### src/rtl/alu_sequencer_if.sv
// rtl/alu_sequencer_if.sv - command/data handshake bundle between pin mux and alu_sequencer
interface alu_sequencer_if #(
  parameter int BUS_WIDTH = 8
);
  logic                 cmd_valid;
  logic [1:0]           cmd;
  logic [2:0]           op;
  logic                 carry_in;
  logic [BUS_WIDTH-1:0] data_in;
  logic [BUS_WIDTH-1:0] data_out;
  logic                 out_valid;
  logic                 busy;
  logic                 done;

  modport master (
    output cmd_valid, cmd, op, carry_in, data_in,
    input  data_out, out_valid, busy, done
  );

  modport slave (
    input  cmd_valid, cmd, op, carry_in, data_in,
    output data_out, out_valid, busy, done
  );
endinterface

### src/rtl/alu_sequencer.sv
// rtl/alu_sequencer.sv - multi-beat operand loader and slice-serial ALU with narrow read-back
module alu_sequencer #(
  parameter int DATA_WIDTH = 16,
  parameter int BUS_WIDTH  = 8
) (
  input  logic            clk,
  input  logic            rst_n,
  alu_sequencer_if.slave  bus
);
  localparam int BEATS = DATA_WIDTH / BUS_WIDTH;
  localparam int PW    = $clog2(BEATS + 1);
  localparam logic [PW-1:0] LAST = PW'(BEATS - 1);
  localparam logic [PW-1:0] STAT = PW'(BEATS);

  localparam logic [1:0] CMD_LOAD_A = 2'b00;
  localparam logic [1:0] CMD_LOAD_B = 2'b01;
  localparam logic [1:0] CMD_EXEC   = 2'b10;
  localparam logic [1:0] CMD_READ   = 2'b11;

  localparam logic [2:0] OP_ADD  = 3'b000;
  localparam logic [2:0] OP_SUB  = 3'b001;
  localparam logic [2:0] OP_AND  = 3'b010;
  localparam logic [2:0] OP_OR   = 3'b011;
  localparam logic [2:0] OP_XOR  = 3'b100;
  localparam logic [2:0] OP_NOTA = 3'b101;
  localparam logic [2:0] OP_SHL1 = 3'b110;
  localparam logic [2:0] OP_PASS = 3'b111;

  typedef enum logic [1:0] {IDLE, LOAD, EXEC} state_t;

  state_t                state_q, state_d;
  logic [DATA_WIDTH-1:0] a_q, a_d, b_q, b_d, acc_q, acc_d, result_q, result_d;
  logic [3:0]            flags_q, flags_d;
  logic [PW-1:0]         lptr_q, lptr_d, cnt_q, cnt_d, rptr_q, rptr_d;
  logic                  sel_b_q, sel_b_d;
  logic [2:0]            op_q, op_d;
  logic                  cy_q, cy_d;
  logic [BUS_WIDTH-1:0]  data_out_q, data_out_d;
  logic                  out_valid_q, out_valid_d, busy_q, busy_d, done_q, done_d;

  logic [BUS_WIDTH-1:0]  as, bs, res_s;
  logic [BUS_WIDTH:0]    sum;
  logic                  co;

  // SUB runs as a + ~b + ~c so one adder and one carry register serve both
  always_comb begin
    as    = a_q[cnt_q*BUS_WIDTH +: BUS_WIDTH];
    bs    = b_q[cnt_q*BUS_WIDTH +: BUS_WIDTH];
    sum   = {1'b0, as} + {1'b0, (op_q == OP_SUB) ? ~bs : bs} + {{BUS_WIDTH{1'b0}}, cy_q};
    res_s = sum[BUS_WIDTH-1:0];
    co    = sum[BUS_WIDTH];
    case (op_q)
      OP_AND:  begin res_s = as & bs; co = 1'b0; end
      OP_OR:   begin res_s = as | bs; co = 1'b0; end
      OP_XOR:  begin res_s = as ^ bs; co = 1'b0; end
      OP_NOTA: begin res_s = ~as;     co = 1'b0; end
      OP_SHL1: begin res_s = {as[BUS_WIDTH-2:0], cy_q}; co = as[BUS_WIDTH-1]; end
      OP_PASS: begin res_s = bs;      co = 1'b0; end
      default: ;
    endcase
  end

  always_comb begin
    state_d     = state_q;
    a_d         = a_q;
    b_d         = b_q;
    acc_d       = acc_q;
    result_d    = result_q;
    flags_d     = flags_q;
    lptr_d      = lptr_q;
    cnt_d       = cnt_q;
    rptr_d      = rptr_q;
    sel_b_d     = sel_b_q;
    op_d        = op_q;
    cy_d        = cy_q;
    data_out_d  = data_out_q;
    busy_d      = busy_q;
    out_valid_d = 1'b0;
    done_d      = 1'b0;
    case (state_q)
      IDLE: if (bus.cmd_valid) begin
        case (bus.cmd)
          CMD_LOAD_A, CMD_LOAD_B: begin
            sel_b_d = bus.cmd[0];
            if (bus.cmd[0]) b_d[BUS_WIDTH-1:0] = bus.data_in;
            else            a_d[BUS_WIDTH-1:0] = bus.data_in;
            if (BEATS > 1) begin
              state_d = LOAD;
              lptr_d  = PW'(1);
              busy_d  = 1'b1;
            end
          end
          CMD_EXEC: begin
            op_d    = bus.op;
            cy_d    = (bus.op == OP_SUB) ? ~bus.carry_in : bus.carry_in;
            cnt_d   = '0;
            state_d = EXEC;
            busy_d  = 1'b1;
          end
          CMD_READ: begin
            out_valid_d = 1'b1;
            if (rptr_q == STAT) begin
              data_out_d      = '0;
              data_out_d[3:0] = flags_q;
              rptr_d          = '0;
            end else begin
              data_out_d = result_q[rptr_q*BUS_WIDTH +: BUS_WIDTH];
              rptr_d     = rptr_q + 1'b1;
            end
          end
          default: ;
        endcase
      end
      LOAD: if (bus.cmd_valid) begin
        if (sel_b_q) b_d[lptr_q*BUS_WIDTH +: BUS_WIDTH] = bus.data_in;
        else         a_d[lptr_q*BUS_WIDTH +: BUS_WIDTH] = bus.data_in;
        if (lptr_q == LAST) begin
          state_d = IDLE;
          busy_d  = 1'b0;
        end else begin
          lptr_d = lptr_q + 1'b1;
        end
      end
      EXEC: begin
        acc_d[cnt_q*BUS_WIDTH +: BUS_WIDTH] = res_s;
        cy_d = co;
        if (cnt_q == LAST) begin
          result_d   = acc_d;
          flags_d[1] = (acc_d == '0);
          flags_d[2] = acc_d[DATA_WIDTH-1];
          case (op_q)
            OP_ADD:  flags_d[0] = co;
            OP_SUB:  flags_d[0] = ~co;
            OP_SHL1: flags_d[0] = co;
            default: flags_d[0] = 1'b0;
          endcase
          case (op_q)
            OP_ADD:  flags_d[3] = (a_q[DATA_WIDTH-1] == b_q[DATA_WIDTH-1]) &&
                                  (acc_d[DATA_WIDTH-1] != a_q[DATA_WIDTH-1]);
            OP_SUB:  flags_d[3] = (a_q[DATA_WIDTH-1] != b_q[DATA_WIDTH-1]) &&
                                  (acc_d[DATA_WIDTH-1] != a_q[DATA_WIDTH-1]);
            default: flags_d[3] = 1'b0;
          endcase
          state_d = IDLE;
          busy_d  = 1'b0;
          done_d  = 1'b1;
          rptr_d  = '0;
        end else begin
          cnt_d = cnt_q + 1'b1;
        end
      end
      default: state_d = IDLE;
    endcase
  end

  always_ff @(posedge clk) begin
    if (!rst_n) begin
      state_q     <= IDLE;
      a_q         <= '0;
      b_q         <= '0;
      acc_q       <= '0;
      result_q    <= '0;
      flags_q     <= '0;
      lptr_q      <= '0;
      cnt_q       <= '0;
      rptr_q      <= '0;
      sel_b_q     <= 1'b0;
      op_q        <= '0;
      cy_q        <= 1'b0;
      data_out_q  <= '0;
      out_valid_q <= 1'b0;
      busy_q      <= 1'b0;
      done_q      <= 1'b0;
    end else begin
      state_q     <= state_d;
      a_q         <= a_d;
      b_q         <= b_d;
      acc_q       <= acc_d;
      result_q    <= result_d;
      flags_q     <= flags_d;
      lptr_q      <= lptr_d;
      cnt_q       <= cnt_d;
      rptr_q      <= rptr_d;
      sel_b_q     <= sel_b_d;
      op_q        <= op_d;
      cy_q        <= cy_d;
      data_out_q  <= data_out_d;
      out_valid_q <= out_valid_d;
      busy_q      <= busy_d;
      done_q      <= done_d;
    end
  end

  assign bus.data_out  = data_out_q;
  assign bus.out_valid = out_valid_q;
  assign bus.busy      = busy_q;
  assign bus.done      = done_q;
endmodule

### src/flat_wrapper.sv
// flat-port wrapper written by rule: the top's interface ports become plain ports
module alu_sequencer_flat 
#(
  parameter int DATA_WIDTH = 16,
  parameter int BUS_WIDTH  = 8
)
  (clk, rst_n, bus_cmd_valid, bus_cmd, bus_op, bus_carry_in, bus_data_in, bus_data_out, bus_out_valid, bus_busy, bus_done);
  alu_sequencer_if #(.BUS_WIDTH(BUS_WIDTH)) bus_i ();
  input  logic clk;
  input  logic rst_n;
  input wire logic [$bits(bus_i.cmd_valid)-1:0] bus_cmd_valid;
  input wire logic [$bits(bus_i.cmd)-1:0] bus_cmd;
  input wire logic [$bits(bus_i.op)-1:0] bus_op;
  input wire logic [$bits(bus_i.carry_in)-1:0] bus_carry_in;
  input wire logic [$bits(bus_i.data_in)-1:0] bus_data_in;
  output wire logic [$bits(bus_i.data_out)-1:0] bus_data_out;
  output wire logic [$bits(bus_i.out_valid)-1:0] bus_out_valid;
  output wire logic [$bits(bus_i.busy)-1:0] bus_busy;
  output wire logic [$bits(bus_i.done)-1:0] bus_done;
  assign bus_i.cmd_valid = bus_cmd_valid;
  assign bus_i.cmd = bus_cmd;
  assign bus_i.op = bus_op;
  assign bus_i.carry_in = bus_carry_in;
  assign bus_i.data_in = bus_data_in;
  assign bus_data_out = bus_i.data_out;
  assign bus_out_valid = bus_i.out_valid;
  assign bus_busy = bus_i.busy;
  assign bus_done = bus_i.done;
  alu_sequencer #(.DATA_WIDTH(DATA_WIDTH), .BUS_WIDTH(BUS_WIDTH)) u_core (.clk(clk), .rst_n(rst_n), .bus(bus_i));
endmodule
### config.mk
export PLATFORM = sky130hd
export DESIGN_NAME = alu_sequencer_flat
export DESIGN_NICKNAME = d
export VERILOG_FILES = /design/src/rtl/alu_sequencer_if.sv /design/src/rtl/alu_sequencer.sv /design/src/flat_wrapper.sv
export SDC_FILE = /design/constraint.sdc
export NUM_CORES = 1
export LEC_CHECK = 0
export BUFFER_PORTS_ARGS = -buffer_cell sky130_fd_sc_hd__buf_4
export CORE_MARGIN = 5
export CORE_UTILIZATION = 61
export DETAILED_ROUTE_END_ITERATION = 7
export HOLD_SLACK_MARGIN = 0.08
export PLACE_DENSITY = 0.81
export SLEW_MARGIN = 20
export SYNTH_ARGS = -nofsm -noshare
export SYNTH_HDL_FRONTEND = slang
export SYNTH_SLANG_ARGS = --single-unit
### constraint.sdc
create_clock -name clk -period 9.9 [get_ports clk]
set_input_delay 0 -clock clk [delete_from_list [all_inputs] [get_ports clk]]
set_output_delay 0 -clock clk [all_outputs]
set_load 0.05 [all_outputs]
# == After elaboration in Yosys (flattened, before gate mapping) ==
# Cells that the tools add are included.
# word_totals
regBits,92
inputBits,17
out_inout_bits,11
word_cells,155
# op_classes
n_mux,52
bitwise,8
reduce_logical,29
addsub,7
n_shift,7
n_eq_ne,34
# ops
operator,count
two-way mux 8 bit,12
negation 5 -> 34 bit,2
"variable shift 8 x 34 -> 16 bit, first input constant",2
variable part select 8 x 34 -> 16 bit,2
bitwise mux 16 bit,3
case mux 8 bit (6 select lines),1
variable part select 16 x 6 -> 8 bit,3
case mux 8 bit (2 select lines),2
two-way mux 2 bit,14
"inequality test 2 bit, second input constant",11
AND reduction 3 bit,7
AND reduction 6 bit,3
zero test 16 bit,1
inverter 8 bit,2
case mux 2 bit (2 select lines),4
"== test 3 bit, second input constant",4
two-way mux 1 bit,10
AND reduction 5 bit,2
adder 8 x 8 -> 9 bit,1
adder 9 x 1 -> 9 bit,1
AND 8 bit,1
"== test 2 x 1 -> 1 bit, second input constant",4
"== test 2 bit, second input constant",4
bitwise OR 8 bit,1
22 further kinds,40

# == Logic depth before layout (Yosys ltp) ==
# Gate-level depths: netlist of run 1.
# depth
word_depth,11
ltp_mapped,15
depth_no_buf,13

# == Least setup slack after synthesis of run 1 ==
# No wires, ideal clock.
# synth_timing
kind,flip-flop to flip-flop
start,reg u_core.op_q[2]
end,reg u_core.flags_q[1]
setup_time_ns,0.059
path_slack_ns,6.154
n_path_buf,2
t_required_ns,9.841
arrival_time_ns,3.686
period_less_slack_ns,3.746
stages_incl_launch_ff,14
path_cell_list,dfxtp_1 buf_6 or2_1 clkbuf_1 nor2_1 xor2_1 fa_1 fa_1 or3_2 a22o_1 a211oi_2 nand4_1 nor4_1 a32o_2
# synth_between
elab_chain_len,8
elab_cells_between_ends,14
classes_between,2 x add/sub; 7 x eq/ne; 1 x shift; 3 x mux; 1 x reduce/logical
# synth_rtl
item,line_no,rtl
from (decl),alu_sequencer.sv:36,"logic [2:0] op_q, op_d;"
from (signal assigned),alu_sequencer.sv:185,op_q <= op_d;
== test 3 x 1 -> 1 bit,alu_sequencer.sv:49,"sum = {1'b0, as} + {1'b0, (op_q == OP_SUB) ? ~bs : bs} + {{BUS_WIDTH{1'b0}}, cy_q};"
two-way mux 8 bit,alu_sequencer.sv:49,
adder 8 x 8 -> 9 bit,alu_sequencer.sv:49,
adder 9 x 1 -> 9 bit,alu_sequencer.sv:49,
case mux 8 bit (6 select lines) (*),alu_sequencer.sv:52,case (op_q)
variable part select 8 x 34 -> 16 bit (*),alu_sequencer.sv:125,acc_d[cnt_q*BUS_WIDTH +: BUS_WIDTH] = res_s;
bitwise mux 16 bit (*),alu_sequencer.sv:125,
zero test 16 bit (*),alu_sequencer.sv:129,flags_d[1] = (acc_d == '0);
to (signal assigned),alu_sequencer.sv:180,flags_q <= flags_d;
to (decl),alu_sequencer.sv:33,"logic [3:0] flags_q, flags_d;"
# Every way passes the cells marked *; elsewhere a longest branch is shown, timed or not.
# A chain may end at the register's enable or synchronous reset.

# == Worst setup path after layout of run 1 ==
# layout_timing
start,reg u_core.op_q[0]
end,reg u_core.flags_q[1]
# The elaborated chain is that of the path after synthesis.

==> impl_metrics.yaml, run 1 <==
run_status:
  status: "completed"
worst_setup_path:
  crit-reg2reg-launch: "u_core.op_q[0]"
  r2r_end: "u_core.flags_q[1]"
  critPathTopFamily: "simple AND/OR/NAND/NOR gates"
  reg2reg_depth: 11
  crit_top_cell: "fa_1"
  max_stage_delay_ns: 0.95
  cp_slowest_cell: "dfxtp_1"
  path_cells: "bufinv_8 > nor2_1 > xor2_1 > fa_1 > fa_1 > or3_2 > a22o_1 > a211oi_2 > nand4_1 > nor4_1 > a32o_2"
  regToRegSetupSlack_ns: 5.25
  worstSetupPathType: "reg2reg"
  critPathCaptureType: "flip-flop"
  critPathRequiredTime_ns: 10.21
  crit_buf_inv: 1
  path_depth: 11
  worstPathMaxFanout: 25
  critPathArrivalTime_ns: 4.96
  cp-start-kind: "flip-flop"
clocking:
  cts_buffers: 9
  cts_root_buf: "clkbuf_8"
  post-cts-setup-buffer-count: 0
  clock-sinks: 91
  cts_htree_levels: 3
  path_clk_slew_ns: 0.10
  cts_tree: "built"
  clock_path_buffers: 2
  clk_latency_ns: 0.37
cells_and_area:
  num_antenna_cells: 0
  drive_gt1_frac: 0.108
  nNetsFinal: 743
  finish.utilization: 0.668
  area_growth_pct: 8.67
placement:
  portBuffers: 27
  dp_hpwl_um: 9860
  gp_congestion: 0.921
pwr:
  power_switching_w: 0.000373
  leakage_nw: 2.42
  p_per_area_mw_per_mm2: 168
  power.internal_w: 0.000648
  p_clk_frac: 0.259
  combPwrFrac: 0.325
  p_seq_frac: 0.415
  peakVddDrop_mv: 0.105
  swShare: 0.365
yosys:
  synthSimpleGateAreaFrac: 0.195
  synthesis.nets: 730
  synth_commonest_cells: "nor2_1, dfxtp_1, nand2_1"
  synth-seq-cells: 91
  synth_most_common_cell: "nor2_1"
  synth_edf_count: 0
  yosysWarnings: 0
  avgSynthCellArea_um2: 8.26
  synth-xor-area-share: 0.0235
  yosysTopAreaCell: "dfxtp_1"
  ys_top_cells_by_area: "dfxtp_1, mux2i_1, ha_1, nor2_1, a21oi_1"
  ys_async_sr_fraction: 0
  syn-cell-area_mm2: 0.00560
  seq_area_frac_synth: 0.325
  synth-compound-area-share: 0.199
  synth_cell_types: 70
  synthMuxAreaShare: 0.103
  synth_ff_type: "dfxtp_1"
  netlist_instances: 678
  synth_fa_ha_area_frac: 0.0809
  synth_top_family_by_area: "compound AO/OA/AOI/OAI gates"
  synth_top_area_frac: 0.325
global_route:
  grt_overflow: 0
  grt_pass1_wl_um: 23400
  grt_pass1_vias: 4726
  grt_max_degree: 84
  track_usage: 0.256
  antenna_found_initial: 0
floorplan:
  ios: 28
  rows: 35
  die_y_um: 106
  die_w_um: 106
  core_mm2: 0.00911
  die_area_mm2: 0.0112
  start_util: 0.615
worst_hold_path:
  min_from: "bus_carry_in"
  min_delay_path_depth: 5
  hold_path_end: "u_core.cy_q"
  hold_class: "in2reg"
route:
  drtIter0Drc: 492
  remaining_drc_errors: 0
  ant_nets: 0
  m1WireLength_um: 6100
  met2WireLength_um: 6790
  routed_wl_um: 14000
  first_pass_iters: 6
  routedWlPerCell_um: 17.3
  drt-vias-per-instance: 6.14
  vias: 4955
  routed.top_layer: "met4"
  wl_met3_um: 914
sta:
  slew-limit-headroom: 0.328
  tightest_slew_ns: 1.01
  finalSetupTns_ns: 0
  rsz0062_at_grt: "false"
  fmax_mhz: 215
  maxSlewViolCount: 0
  hold_viol_final: 0
  skew_ns: 0.0153
  period_share: 0.470
  finalCriticalPeriod_ns: 4.65
  finalSetupViolations: 0
flow_run:
  drv_cap: 0
[state kept, by name (all words and copies together) (netlist names)]
| name | flops |
|---|---|
| u_core.sel_b_q | 1 |
| u_core.bus.out_valid | 1 |
| u_core.rptr_q | 2 |
| u_core.lptr_q | 2 |
| u_core.result_q | 15 |
| u_core.bus.done | 1 |
| u_core.bus.data_out | 8 |
| u_core.a_q | 16 |
| u_core.acc_q | 16 |
| u_core.b_q | 16 |
| u_core.bus.busy | 1 |
| u_core.state_q | 2 |
| u_core.op_q | 3 |
| u_core.flags_q | 4 |
| u_core.cnt_q | 2 |
| u_core.cy_q | 1 |
[how the worst max path moves through the flow]
stage,from,end
floorplan,u_core.op_q[2],u_core.flags_q[1]
global placement,u_core.op_q[0],u_core.flags_q[1]
detailed placement,u_core.op_q[0],u_core.flags_q[1]
CTS,u_core.op_q[0],u_core.flags_q[1]
global route,u_core.op_q[0],u_core.flags_q[1]
finish,u_core.op_q[0],u_core.flags_q[1]
[logic make-up (layout without fill, tap and decap cells)]
| group | Yosys count | in the layout |
|---|---|---|
| simple gates | 241 | 241 |
| mux | 54 | 54 |
| fa+ha+maj | 35 | 35 |
| buf+inv | 81 | 99 |
| xor+xnor | 15 | 15 |
| flops | 91 | 91 |
| compound gates | 161 | 161 |
[area by class of cell]
| cell class | instances | area [um^2] |
|---|---|---|
| sequential | 91 | 1820 |
| multi-input combinational | 506 | 3370 |
| tap | 111 | 139 |
| clock inverter | 6 | 73.8 |
| inverter | 37 | 166 |
| timing repair buffer | 46 | 385 |
| fill | 729 | 3020 |
| clock buffer | 10 | 128 |
[worst register-to-register path: stages (launching register included)]
cell	delay, ns
dfxtp_1	0.95
bufinv_8	0.34
nor2_1	0.62
xor2_1	0.20
fa_1	0.49
fa_1	0.45
or3_2	0.42
a22o_1	0.27
a211oi_2	0.25
nand4_1	0.11
nor4_1	0.33
a32o_2	0.18
[layout by cell type (no fill, tap or decap), drive strengths merged, types with 5 or more instances in the layout]
cell and n:
o21ai 17, clkbuf 10, xnor2 7, mux2i 50
nand3 21, ha 33, nor2 108, a311oi 5
a211oi 28, o22ai 7, dfxtp 91, a22oi 13
nand2 54, xor2 8, buf 30, inv 37
and2 13, o211ai 5, nor3 14, nand2b 6
a21oi 51, dlygate4sd3 16
[power groups by stage]
| stage | registers (W) | clock network (W) | logic, W |
|---|---|---|---|
| 6_report | 0.000424 | 0.000265 | 0.000332 |
| 5_1_grt | 0.000429 | 0.000286 | 0.000365 |
| 4_1_cts | 0.000424 | 0.000268 | 0.000326 |
| 3_5_place_dp | 0.000432 | 0 | 0.000318 |
| 3_3_place_gp | 0.000430 | 0 | 0.000308 |
| 2_1_floorplan | 0.000421 | 0 | 0.000258 |
[per-stage QoR]
| stage | std cells | hold slack [ns] | power [W] | instance area [um^2] | worst slack, ns |
|---|---|---|---|---|---|
| after floorplan | 678 | 0.122 | 0.000679 | 5600 | 6.15 |
| after global placement | 775 | 0.241 | 0.000737 | 5720 | 5.54 |
| after detailed placement | 775 | 0.258 | 0.000750 | 5720 | 5.36 |
| after CTS | 807 | 0.111 | 0.00102 | 6090 | 5.35 |
| after global routing | 807 | 0.209 | 0.00108 | 6090 | 5.06 |
| final | 807 | 0.113 | 0.00102 | 6090 | 5.25 |
[repair_timing]
action | 4_1_cts | 5_1_grt
resized for setup | 0 | 0
hold buffers | 16 | 0
hold endpoints to repair | 45 | 0
[metal layers]
layer | vias to the layer above | track usage
met4 | 0 | 0.0749
met3 | 16 | 0.0453
met5 | - | 0
met1 | 2324 | 0.338
met2 | 203 | 0.430
li1 | 2412 | -
No activity file was read; power rests on OpenSTA's default activity.
==> run 2: changes to the inputs <==
--- a/config.mk
+++ b/config.mk
@@ -7,10 +7,10 @@
 export LEC_CHECK = 0
 export BUFFER_PORTS_ARGS = -buffer_cell sky130_fd_sc_hd__buf_4
 export CORE_MARGIN = 5
-export CORE_UTILIZATION = 61
+export CORE_UTILIZATION = 56
 export DETAILED_ROUTE_END_ITERATION = 7
 export HOLD_SLACK_MARGIN = 0.08
-export PLACE_DENSITY = 0.81
+export PLACE_DENSITY = 0.79
 export SLEW_MARGIN = 20
 export SYNTH_ARGS = -nofsm -noshare
 export SYNTH_HDL_FRONTEND = slang
==> constraint.sdc (replaced) <==
create_clock -name clk -period 4.25 [get_ports clk]
set_input_delay 0 -clock clk [delete_from_list [all_inputs] [get_ports clk]]
set_output_delay 0 -clock clk [all_outputs]
set_load 0.05 [all_outputs]
==> run 2 against run 1 <==
Effect of this change: combinational power is 130% higher; critical path depth stayed put; maximum frequency up 25%; hold slack better by 0.014 ns; final cell count rose by 3.3%; critical endpoint unchanged; highest routed layer unchanged; via count up 0.18%; largest cell class unchanged; die area is 8.1% higher; first-iteration DRC count shrank 43%; non-clock buffer count grew 5.
==> impl_metrics.yaml, run 2 (synthesized netlist as in run 1, its figures left out) <==
route:
  ant_nets: 0
  drtIter0Drc: 282
  routed_wl_um: 13500
  vias: 4964
  first_pass_iters: 7
  drt-vias-per-instance: 5.95
  remaining_drc_errors: 0
  routedWlPerCell_um: 16.2
global_route:
  track_usage: 0.231
  grt_overflow: 0
  grt_pass1_wl_um: 22400
  grt_pass1_vias: 4592
  grt_max_degree: 84
  antenna_found_initial: 0
placement:
  dp_hpwl_um: 9750
  portBuffers: 27
  placed_area_mm2: 0.00579
  gp_congestion: 0.899
  place_worst_setup_slack_ns: 0.612
clocking:
  clk_latency_ns: 0.36
  clock_path_buffers: 2
  cts_tree: "built"
  cts_htree_levels: 3
  clock-sinks: 91
  cts_buffers: 9
  path_clk_slew_ns: 0.11
  cts_root_buf: "clkbuf_8"
floorplan:
  die_w_um: 110
  start_util: 0.573
  die_area_mm2: 0.0121
  rows: 36
  die_y_um: 110
  ios: 28
  core_mm2: 0.00977
cells_and_area:
  area_growth_pct: 9.65
  nNetsFinal: 748
  nFillCells: 829
  final_common_cell: "nor2_1"
  reg_top3: "u_core.a_q (16), u_core.acc_q (16), u_core.b_q (16)"
  mostFrequentLayoutCells: "nor2_1, dfxtp_1, nand2_1"
  drive_gt1_frac: 0.116
  finalInstanceArea_mm2: 0.00614
  num_antenna_cells: 0
worst_setup_path:
  critPathCaptureType: "flip-flop"
  worstPathMaxFanout: 23
  endpoint: "u_core.flags_q[1]"
  max_stage_delay_ns: 0.76
  cp_slowest_cell: "dfxtp_1"
  path_cells: "bufinv_8 > nand2_1 > inv_1 > fa_1 > fa_1 > or3_2 > a22o_1 > a211oi_2 > nand4_1 > nor4_1 > a32o_2"
  cp-start-kind: "flip-flop"
  cp-startpoint: "u_core.cnt_q[1]"
  path_depth: 11
  critPathTopFamily: "simple AND/OR/NAND/NOR gates"
  crit_buf_inv: 2
  reg2reg_depth: 11
  regToRegSetupSlack_ns: 0.52
  r2r_end: "u_core.flags_q[1]"
  worstSetupPathType: "reg2reg"
  critPathArrivalTime_ns: 4.05
  critPathRequiredTime_ns: 4.57
  crit_top_cell: "fa_1"
  crit-reg2reg-launch: "u_core.cnt_q[1]"
worst_hold_path:
  hold_class: "in2reg"
sta:
  finalCriticalPeriod_ns: 3.73
  period_share: 0.878
  fmax_mhz: 268
  slew-limit-headroom: 0.295
  skew_ns: 0.0126
  maxSlewViolCount: 0
  finalSetupTns_ns: 0
  rsz0062_at_grt: "false"
  fin_ws_ns: 0.518
  whs_ns: 0.127
  tightest_slew_ns: 1.05
  hold_viol_final: 0
  finalSetupViolations: 0
pwr:
  p_per_area_mw_per_mm2: 381
  peakVddDrop_mv: 0.250
  leakage_nw: 2.44
run_status:
  status: "completed"
flow_run:
  drv_cap: 0
run 2: cell count changes in the layout (fill, tap and decap cells not counted):
cell | previous run | this run
inv_6 | 1 | 2
bufinv_16 | 1 | 0
clkbuf_1 | 1 | 0
clkinv_4 | 1 | 0
clkinv_8 | 0 | 1
buf_4 | 30 | 35
clkinvlp_4 | 2 | 3
run 2: metal layers:
metal	routed length, um	track usage	up-vias
li1	-	-	2417
met1	5940	0.304	2384
met2	6690	0.393	143
met3	646	0.0326	20
met4	228	0.0677	0
met5	0	0	-
run 2: worst min path at each step:
stage	depth (start not counted)	to	slack (ns)	from
final	5	u_core.cy_q	0.13	bus_carry_in
after global routing	5	u_core.cy_q	0.25	bus_carry_in
after global placement	3	u_core.op_q[2]	0.25	bus_op[2]
after floorplan	1	u_core.rptr_q[0]	0.12	rst_n
after detailed placement	3	u_core.op_q[1]	0.26	bus_op[1]
after CTS	5	u_core.cy_q	0.12	bus_carry_in
run 2: final cells by class:
cell class,count,area (um^2),area share
clock buffer,9,124,0.0202
clock inverter,7,67.6,0.0110
inverter,37,166,0.0271
multi-input combinational,506,3370,0.549
sequential,91,1820,0.297
tap,133,166,0.0271
timing repair buffer,51,423,0.0689
run 2: where the power goes:
group          switching [W]  total [W]  leakage (nW)  internal [W]
logic               0.000464   0.000776          1.61      0.000313
clock network       0.000357   0.000583        0.0872      0.000226
registers          0.0000621   0.000980         0.737      0.000918
total               0.000883    0.00234          2.44       0.00146
run 2: stage by stage:
stage          power [W]  utilization  std cells
2_1_floorplan    0.00158            -        678
3_5_place_dp     0.00175        0.592        802
6_report         0.00234        0.628        834
3_3_place_gp     0.00172        0.592        802
5_1_grt          0.00247        0.628        834
4_1_cts          0.00234        0.628        834
run 2: worst reg2reg max path, stage by stage, from the launching register on:
cell      delay (ns)
dfxtp_1         0.76
bufinv_8        0.32
nand2_1         0.11
inv_1           0.10
fa_1            0.45
fa_1            0.43
or3_2           0.41
a22o_1          0.26
a211oi_2        0.23
nand4_1         0.11
nor4_1          0.35
a32o_2          0.17
run 2: what timing repair did:
item,4_1_cts,5_1_grt
hold endpoints to repair,46,0
setup buffers,0,0
hold buffers,16,0
gates resized for setup,0,0
==> run 3: changes to the inputs <==
--- a/config.mk
+++ b/config.mk
@@ -7,10 +7,11 @@
 export LEC_CHECK = 0
 export BUFFER_PORTS_ARGS = -buffer_cell sky130_fd_sc_hd__buf_4
 export CORE_MARGIN = 5
-export CORE_UTILIZATION = 56
+export CORE_UTILIZATION = 45
 export DETAILED_ROUTE_END_ITERATION = 7
 export HOLD_SLACK_MARGIN = 0.08
-export PLACE_DENSITY = 0.79
+export PLACE_DENSITY = 0.66
+export SKIP_LAST_GASP = 1
 export SLEW_MARGIN = 20
 export SYNTH_ARGS = -nofsm -noshare
 export SYNTH_HDL_FRONTEND = slang
==> run 3 against run 2 <==
Effect of this change: die area grew 22%; design area up 2.1%; flip-flop and latch count stayed put; clock power rose by 33%; sequential share of layout area fell by 0.62 points; final cell count grew 4.1%; clock skew shrank 0.0058 ns; core utilization shrank 11 points; first-iteration DRC count down 6.7%; via count is 2.1% lower; count of clock-buffer cells in the layout up 1; critical path depth unchanged.
==> impl_metrics.yaml, run 3 (synthesized netlist as in run 1, its figures left out) <==
cells_and_area:
  mostFrequentLayoutCells: "nor2_1, dfxtp_1, nand2_1"
  area_growth_pct: 12.0
  num_antenna_cells: 0
  nNetsFinal: 747
  drive_gt1_frac: 0.114
  final_common_cell: "nor2_1"
  reg_top3: "u_core.a_q (16), u_core.acc_q (16), u_core.b_q (16)"
worst_setup_path:
  regToRegSetupSlack_ns: 0.56
  cp_slowest_cell: "dfxtp_1"
  crit-reg2reg-launch: "u_core.cnt_q[1]"
  cp-start-kind: "flip-flop"
  path_cells: "bufinv_8 > nand2_1 > inv_1 > fa_1 > fa_1 > or3_2 > a22o_1 > a211oi_2 > nand4_1 > nor4_1 > a32o_2"
  worstSetupPathType: "reg2reg"
  max_stage_delay_ns: 0.76
  worstPathMaxFanout: 23
  crit_top_cell: "fa_1"
  reg2reg_depth: 11
  r2r_end: "u_core.flags_q[1]"
  critPathArrivalTime_ns: 3.98
  critPathCaptureType: "flip-flop"
  critPathRequiredTime_ns: 4.54
placement:
  gp_congestion: 0.889
  portBuffers: 27
  dp_hpwl_um: 10100
sta:
  rsz0062_at_grt: "false"
  hold_viol_final: 0
  finalSetupTns_ns: 0
  finalSetupViolations: 0
  whs_ns: 0.0928
  slew-limit-headroom: 0.328
  period_share: 0.867
  skew_ns: 0.00686
  fmax_mhz: 271
  maxSlewViolCount: 0
  tightest_slew_ns: 1.01
  finalCriticalPeriod_ns: 3.69
route:
  drt-vias-per-instance: 5.60
  first_pass_iters: 5
  ant_nets: 0
  drtIter0Drc: 263
  routedWlPerCell_um: 16.3
  routed_wl_um: 14200
  remaining_drc_errors: 0
  vias: 4860
worst_hold_path:
  min_from: "bus_carry_in"
  hold_path_end: "u_core.cy_q"
  hold_class: "in2reg"
  min_delay_path_depth: 5
run_status:
  status: "completed"
global_route:
  antenna_found_initial: 0
  grt_max_degree: 84
  track_usage: 0.199
  grt_overflow: 0
  grt_pass1_vias: 4750
  grt_pass1_wl_um: 23900
flow_run:
  drv_cap: 0
clocking:
  cts_buffers: 9
  cts_htree_levels: 3
  postCtsResizedCells: 0
  path_clk_slew_ns: 0.07
  clock-sinks: 91
  clock_path_buffers: 2
  post-cts-setup-buffer-count: 0
  clk_latency_ns: 0.34
  cts_tree: "built"
  cts_root_buf: "clkbuf_16"
  holdBufCountCts: 16
floorplan:
  core_mm2: 0.0121
  start_util: 0.462
  die_area_mm2: 0.0148
  ios: 28
  die_w_um: 122
  die_y_um: 122
  rows: 40
pwr:
  p_seq_frac: 0.387
  power_switching_w: 0.000883
  combPwrFrac: 0.307
  power.internal_w: 0.00165
  p_per_area_mw_per_mm2: 403
  p_clk_frac: 0.306
  leakage_nw: 2.48
  swShare: 0.349
  peakVddDrop_mv: 0.257
==> run 3: power groups by stage <==
stage	combinational, W	clock (W)	sequential, W
6_report	0.000777	0.000774	0.000980
5_1_grt	0.000867	0.000823	0.000988
4_1_cts	0.000772	0.000784	0.000980
3_5_place_dp	0.000756	0	0.000998
3_3_place_gp	0.000733	0	0.000996
2_1_floorplan	0.000600	0	0.000981
==> run 3: layout make-up <==
type	count	area, um^2
Multi-Input combinational cell	506	3370
Fill cell	1151	5840
Inverter	37	166
Tap cell	168	210
Sequential cell	91	1820
Clock buffer	10	239
Timing Repair Buffer	50	415
Clock inverter	6	47.5
==> run 3: worst max-delay path by stage <==
stage                               start                end  slack, ns  cells after the start
after floorplan            u_core.op_q[2]  u_core.flags_q[1]       0.50                     13
after global placement    u_core.cnt_q[1]  u_core.flags_q[1]       0.64                     11
after detailed placement  u_core.cnt_q[1]  u_core.flags_q[1]       0.62                     11
after CTS                 u_core.cnt_q[1]  u_core.flags_q[1]       0.59                     11
after global routing      u_core.cnt_q[0]  u_core.flags_q[1]       0.30                     13
final                     u_core.cnt_q[1]  u_core.flags_q[1]       0.56                     11
==> run 3: layer usage <==
layer,track usage,up-vias,part of all wire
li1,-,2422,-
met1,0.258,2328,0.46
met2,0.345,97,0.50
met3,0.0362,13,0.031
met4,0.0469,0,0.011
met5,0,-,0
==> run 3: stage by stage <==
stage / power (W) / util / instance area (um^2) / worst slack (ns) / cells
final: 0.00253 / 0.518 / 6270 / 0.563 / 868
after global routing: 0.00268 / 0.518 / 6270 / 0.297 / 868
after CTS: 0.00253 / 0.518 / 6270 / 0.591 / 868
after detailed placement: 0.00175 / 0.481 / 5830 / 0.624 / 836
after global placement: 0.00173 / 0.481 / 5830 / 0.641 / 836
after floorplan: 0.00158 / - / 5600 / 0.504 / 678
==> run 3: critical path: cells and delay by family (launching register included) <==
| kind | cells | cell delay, ns |
|---|---|---|
| AND/OR/NAND/NOR | 4 | 0.94 |
| flip-flops | 1 | 0.76 |
| adder cells (fa/ha/maj) | 2 | 0.87 |
| AO/OA/AOI/OAI | 3 | 0.66 |
| buffers and inverters | 2 | 0.41 |
